$ cat src/rtl/serial_cmd_initiator.sv
`default_nettype none
//------------------------------------------------------------------------------
// Module   : serial_cmd_initiator
// Brief    : Sends opcode + 0..4 argument bytes through a UART transmitter, then
//            collects a fixed number of response bytes with an inter-byte timeout.
// Revision : 1.0
//------------------------------------------------------------------------------
module serial_cmd_initiator #(
    parameter logic [31:0] TIMEOUT_CYCLES = 32'd50_000_000
) (
    input  logic         clk,
    input  logic         reset,
    input  logic         cmd_valid,
    output logic         cmd_ready,
    input  logic [7:0]   cmd_opcode,
    input  logic [31:0]  cmd_args,
    input  logic [2:0]   cmd_nargs,
    input  logic [5:0]   cmd_nresp,
    input  logic         txBusy,
    output logic         txStart,
    output logic [7:0]   txData,
    input  logic         rxReady,
    input  logic [7:0]   rxData,
    output logic [255:0] resp_data,
    output logic [5:0]   resp_count,
    output logic         done,
    output logic         timeout
);

    localparam logic [2:0] S_IDLE    = 3'd0;
    localparam logic [2:0] S_TX_LOAD = 3'd1;
    localparam logic [2:0] S_TX_GAP  = 3'd2;
    localparam logic [2:0] S_RX      = 3'd3;
    localparam logic [2:0] S_FINISH  = 3'd4;

    logic [2:0]   r_state;
    logic [39:0]  r_tx_shift;
    logic [2:0]   r_tx_left;
    logic [5:0]   r_nresp;
    logic [31:0]  r_wait_cnt;
    logic         r_timed_out;
    logic [5:0]   r_resp_count;
    logic [255:0] r_resp_data;

    logic         w_accept;
    logic         w_send;
    logic [2:0]   w_nargs_clamped;
    logic [5:0]   w_nresp_clamped;
    logic [31:0]  w_wait_next;
    logic [5:0]   w_count_next;

    assign w_nargs_clamped = (cmd_nargs > 3'd4) ? 3'd4 : cmd_nargs;
    assign w_nresp_clamped = (cmd_nresp > 6'd32) ? 6'd32 : cmd_nresp;
    assign w_wait_next     = r_wait_cnt + 32'd1;
    assign w_count_next    = r_resp_count + 6'd1;

    assign cmd_ready  = (r_state == S_IDLE);
    assign w_accept   = cmd_valid && cmd_ready;
    assign w_send     = (r_state == S_TX_LOAD) && !txBusy;
    assign txStart    = w_send;
    assign txData     = w_send ? r_tx_shift[7:0] : 8'h00;
    assign done       = (r_state == S_FINISH);
    assign timeout    = done && r_timed_out;
    assign resp_data  = r_resp_data;
    assign resp_count = r_resp_count;

    // Bytes go out LSB-first from a shift register holding {args, opcode}.
    always_ff @(posedge clk) begin
        if (reset) begin
            r_state      <= S_IDLE;
            r_tx_shift   <= '0;
            r_tx_left    <= '0;
            r_nresp      <= '0;
            r_wait_cnt   <= '0;
            r_timed_out  <= 1'b0;
            r_resp_count <= '0;
            r_resp_data  <= '0;
        end else begin
            case (r_state)
                S_IDLE: begin
                    if (w_accept) begin
                        r_tx_shift   <= {cmd_args, cmd_opcode};
                        r_tx_left    <= 3'd1 + w_nargs_clamped;
                        r_nresp      <= w_nresp_clamped;
                        r_resp_data  <= '0;
                        r_resp_count <= '0;
                        r_timed_out  <= 1'b0;
                        r_state      <= S_TX_LOAD;
                    end
                end
                S_TX_LOAD: begin
                    if (w_send) begin
                        r_tx_shift <= {8'h00, r_tx_shift[39:8]};
                        r_tx_left  <= r_tx_left - 3'd1;
                        r_state    <= S_TX_GAP;
                    end
                end
                S_TX_GAP: begin
                    if (r_tx_left != 3'd0) begin
                        r_state <= S_TX_LOAD;
                    end else if (r_nresp == 6'd0) begin
                        r_state <= S_FINISH;
                    end else begin
                        r_wait_cnt <= '0;
                        r_state    <= S_RX;
                    end
                end
                S_RX: begin
                    // A byte arriving on the timeout cycle takes priority.
                    if (rxReady) begin
                        r_resp_data[{r_resp_count[4:0], 3'b000} +: 8] <= rxData;
                        r_resp_count <= w_count_next;
                        r_wait_cnt   <= '0;
                        if (w_count_next == r_nresp) begin
                            r_state <= S_FINISH;
                        end
                    end else if (w_wait_next >= TIMEOUT_CYCLES - 32'd1) begin
                        r_timed_out <= 1'b1;
                        r_state     <= S_FINISH;
                    end else begin
                        r_wait_cnt <= w_wait_next;
                    end
                end
                S_FINISH: begin
                    r_state <= S_IDLE;
                end
                default: begin
                    r_state <= S_IDLE;
                end
            endcase
        end
    end

endmodule
`default_nettype wire

$ cat config.mk
export PLATFORM = sky130hd
export DESIGN_NAME = serial_cmd_initiator
export DESIGN_NICKNAME = d
export VERILOG_FILES = /design/src/rtl/serial_cmd_initiator.sv
export SDC_FILE = /design/constraint.sdc
export NUM_CORES = 1
export LEC_CHECK = 0
export ABC_CLOCK_PERIOD_IN_PS = 5150
export CAP_MARGIN = 20
export CORE_MARGIN = 2
export CORE_UTILIZATION = 55
export DETAILED_ROUTE_END_ITERATION = 16
export DONT_BUFFER_PORTS = 1
export GPL_TIMING_DRIVEN = 0
export PLACE_DENSITY = 0.74
export SYNTH_ARGS = -nofsm -noshare
export SYNTH_HDL_FRONTEND = slang
export SYNTH_SLANG_ARGS = --single-unit
$ cat constraint.sdc
create_clock -name clk -period 5.15 [get_ports clk]
set_clock_uncertainty 0.15 [all_clocks]
set_input_delay 1.545 -clock clk [delete_from_list [all_inputs] [get_ports clk]]
set_output_delay 1.545 -clock clk [all_outputs]
set_load 0.05 [all_outputs]
==> run_results.csv <==
group,metric,value,unit
outcome,status,"finished clean",
die,coreArea,25910,um2
timing,setup_viol,0,
final_layout,fin_area,16120,um2
setup_path,r2r-start,"resp_count[0]",
timing,fmax,0.2323,GHz
synth,postSynthCellCount,1693,
place,place_area,14900,um2
synth,synth_fp_nets,1765,
die,die_height,165.8,um
setup_path,cp_num_buf_inv,3,
synth,yosysWarnings,0,
timing,timing.hold.ws,0.2986,ns
final_layout,syn_to_final_growth,11.92,%
routing,ant_nets,0,
synth,synth.distinct_cells,69,
hold_path,min_path_type,"reg -> reg",
synth,synthArstFlopShare,0,%
die,io-pin-count,336,
clocking,post_cts_buffers,0,
timing,relSlewSlack,30.48,%
power_and_ir_drop,pwr-share-seq,45.9,%
synth,synth_area,14410,um2
timing,slew_viol_final,0,
setup_path,critPathLaunchType,"flip-flop",
place,dp_hpwl,36660,um
clocking,cts_made_buffers,36,
setup_path,crit_fanout,10,
routing,route.detailed.drc,0,
hold_path,min_to,"r_tx_left[1]",
synth,yosysSeqAreaShare,48.22,%
setup_path,slowest_delay,0.82,ns
timing,min_period_over_period,83.60,%
power_and_ir_drop,internal-power,4504,uW
setup_path,worstSetupPathType,"reg -> reg",
power_and_ir_drop,power_density,379.9,nW/um2
clocking,postCtsResizedCells,0,
clocking,cts_buffer_depth,3,
routing,routed_via_density,6.732,
timing,worstMarginPinSlew,1.043,ns
hold_path,min_path_cells,2,
place,place_congestion,0.9266,
grt,grt_pass1_wl,77400,um
final_layout,layout.nets,1809,
synth,synth_edf_count,0,
timing,finalHoldViolations,0,
clocking,clk_latency,0.53,ns
synth,ys_ff_latch,347,
routing,drt-total-wl,51530,um
timing,grt_setup_unrepaired,"no",
power_and_ir_drop,p_leak,0.005459,uW
power_and_ir_drop,clkPwrFrac,44.0,%
power_and_ir_drop,ir_worst_vdd,0.4040,mV
setup_path,required,5.47,ns
timing,period_minus_slack,4.305,ns
clocking,cts_tree,"built",
power_and_ir_drop,switchingPower,1621,uW
routing,wl_per_cell,24.56,um
routing,drt_iter0_markers,1540,
job,drv_cap,0,
setup_path,cp-end-kind,"flip-flop",
place,io_buffer_count,0,
clocking,htree_levels,2,
clocking,clock_sinks,347,
setup_path,r2r_end,"resp_data[67]",
grt,first_global_vias,12960,
setup_path,rr_worst_depth,12,
setup_path,crit_family,"buffers and inverters",
power_and_ir_drop,p_sw_share,26.47,%
setup_path,crit_arrival,4.62,ns
final_layout,drive_above_1_share,5.218,%
setup_path,cp_cell_sequence,"clkbuf_1, inv_1, ha_1, nand2b_1, nor3_1, a31oi_1, o22a_1, clkbuf_1, nor2_1, o21ai_1, a22oi_1, nor2_1",
synth,synth_ff_type,"dfxtp_1",
grt,grt_usage,35.16,%
synth,syn_avg_cell_area,8.509,um2
hold_path,min_from,"r_tx_left[1]",
final_layout,n_antenna_cell,0,
die,initial_core_util,55.60,%
clocking,clk_pin_slew,0.06,ns
clocking,root_buffer,"clkbuf_16",
grt,grt_max_degree,15,
clocking,ctsHoldBuffers,0,
setup_path,rrSetupSlack,0.84,ns
power_and_ir_drop,power_frac_comb,10.1,%
die,rows,59,
die,dieArea,27500,um2
timing,setup_tns,0,ns
routing,vias,14120,
grt,overflow,0,
grt,antenna_found_initial,0,
setup_path,critPathSlowestCell,"dfxtp_1",
routing,dr.pass1.iters,6,
die,die_w,165.8,um
routing by layer:
layer / vias up / wire (um) / track usage, %
li1: 6271 / - / -
met1: 6787 / 19320 / 42.95
met2: 870 / 23380 / 56.50
met3: 195 / 6314 / 12.56
met4: 0 / 2508 / 14.59
met5: - / 0 / 0
worst max-delay path by stage:
stage | startpoint | to | slack, ns | cells past startpoint
2_1_floorplan | txBusy | txData[0] | 0.55 | 2
3_3_place_gp | txBusy | txData[7] | 0.30 | 2
3_5_place_dp | resp_count[0] | resp_data[35] | 0.98 | 9
4_1_cts | r_state[0] | txData[7] | 0.88 | 5
5_1_grt | resp_count[0] | resp_data[68] | 0.56 | 12
6_report | resp_count[0] | resp_data[67] | 0.84 | 12
state kept, by name (all words and copies together), names as in the netlist:
name and flops:
r_wait_cnt 32, r_nresp 6, resp_data 256, resp_count 6, r_timed_out 1, r_tx_shift 40, r_tx_left 3, r_state 3
synthesized netlist by cell type, types with 7 or more instances:
library cell  instances  area [um2]
clkbuf_1            113       424.2
nand2b_1             10       62.56
nand4_1              12       75.07
nor2b_1               8       50.05
xor2_1               10       87.58
ha_1                 10       125.1
a22oi_1             160        1201
buf_2                 8       40.04
buf_1                 9       33.78
and2_1               32       200.2
a311oi_1             33       289.0
nand3_1              34       170.2
dfxtp_1             347        6947
inv_1                11       41.29
o21ai_1              33       165.2
nand2_1             128       480.5
xnor2_1               7       61.31
nor4_1               15       93.84
o21ai_0              34       170.2
nor3_1               40       200.2
a31oi_1              21       131.4
o211ai_1              9       67.56
a32oi_1             101       884.6
nor3b_1               9       67.56
a21oi_1              33       165.2
nor2_1              380        1426
cells in the final DEF, fill, tap and decap left out, types with 4 or more instances in the layout:
master,n
nand2b_1,10
dfxtp_1,347
nand4_1,12
a31oi_1,21
a41oi_1,4
or3_1,4
and2_1,32
and3_1,5
inv_1,11
a311oi_1,33
clkbuf_8,10
a32oi_1,101
a21oi_1,33
o211ai_1,9
nor4_1,15
o21ai_1,33
nand2_1,128
a211oi_1,5
buf_6,4
buf_1,9
nor3b_1,8
ha_1,10
xor2_1,10
o31ai_1,4
nand3b_1,5
o21ai_0,34
buf_4,5
xnor2_1,7
nor2b_1,8
nor2_1,380
or4_1,4
a22oi_1,160
clkbuf_1,121
nand3_1,34
nor3_1,39
clkbuf_16,36
buf_2,9
per-stage QoR:
stage | setup WS, ns | instances | total power, uW | utilization (%)
2_1_floorplan | 0.5546 | 1693 | 3270 | -
3_3_place_gp | 0.2988 | 2028 | 3448 | 57.22
3_5_place_dp | 0.9849 | 2034 | 3469 | 57.49
4_1_cts | 0.8828 | 2098 | 6113 | 62.23
5_1_grt | 0.5567 | 2098 | 6299 | 62.23
6_report | 0.8447 | 2098 | 6125 | 62.23
final cells by class:
class	instances	area [um2]
clock inverter	10	160.2
tap	335	419.2
fill	2213	9787
multi-input combinational	1199	6888
buffer	136	540.5
inverter	11	41.29
clock buffer	54	1069
timing repair buffer	6	60.06
sequential	347	6947
tightest hold or removal path, cell delays in order, from the launching register on:
cell	delay, ns
dfxtp_1	0.31
nand2_1	0.05
a21oi_1	0.05
power groups by stage:
| stage | logic (uW) | registers [uW] | clock network, uW |
|---|---|---|---|
| floorplan | 416 | 2850 | 0 |
| global placement | 579 | 2870 | 0 |
| detailed placement | 598 | 2870 | 0 |
| CTS | 602 | 2810 | 2700 |
| global route | 667 | 2820 | 2810 |
| finish | 618 | 2810 | 2690 |
logic make-up (layout without fill, tap and decap cells):
logic type | Yosys count | count (layout) | share of synthesized area, %
adders and majority gates | 10 | 10 | 0.8685
xor gates and xnor gates | 17 | 17 | 1.034
DFF | 347 | 347 | 48.22
muxes | 1 | 1 | 0.07816
buffers and inverters | 147 | 217 | 4.039
AOI/OAI and AO/OA | 467 | 467 | 23.88
and+or+nand+nor | 704 | 704 | 21.88
No activity file was read; power rests on OpenSTA's default activity.
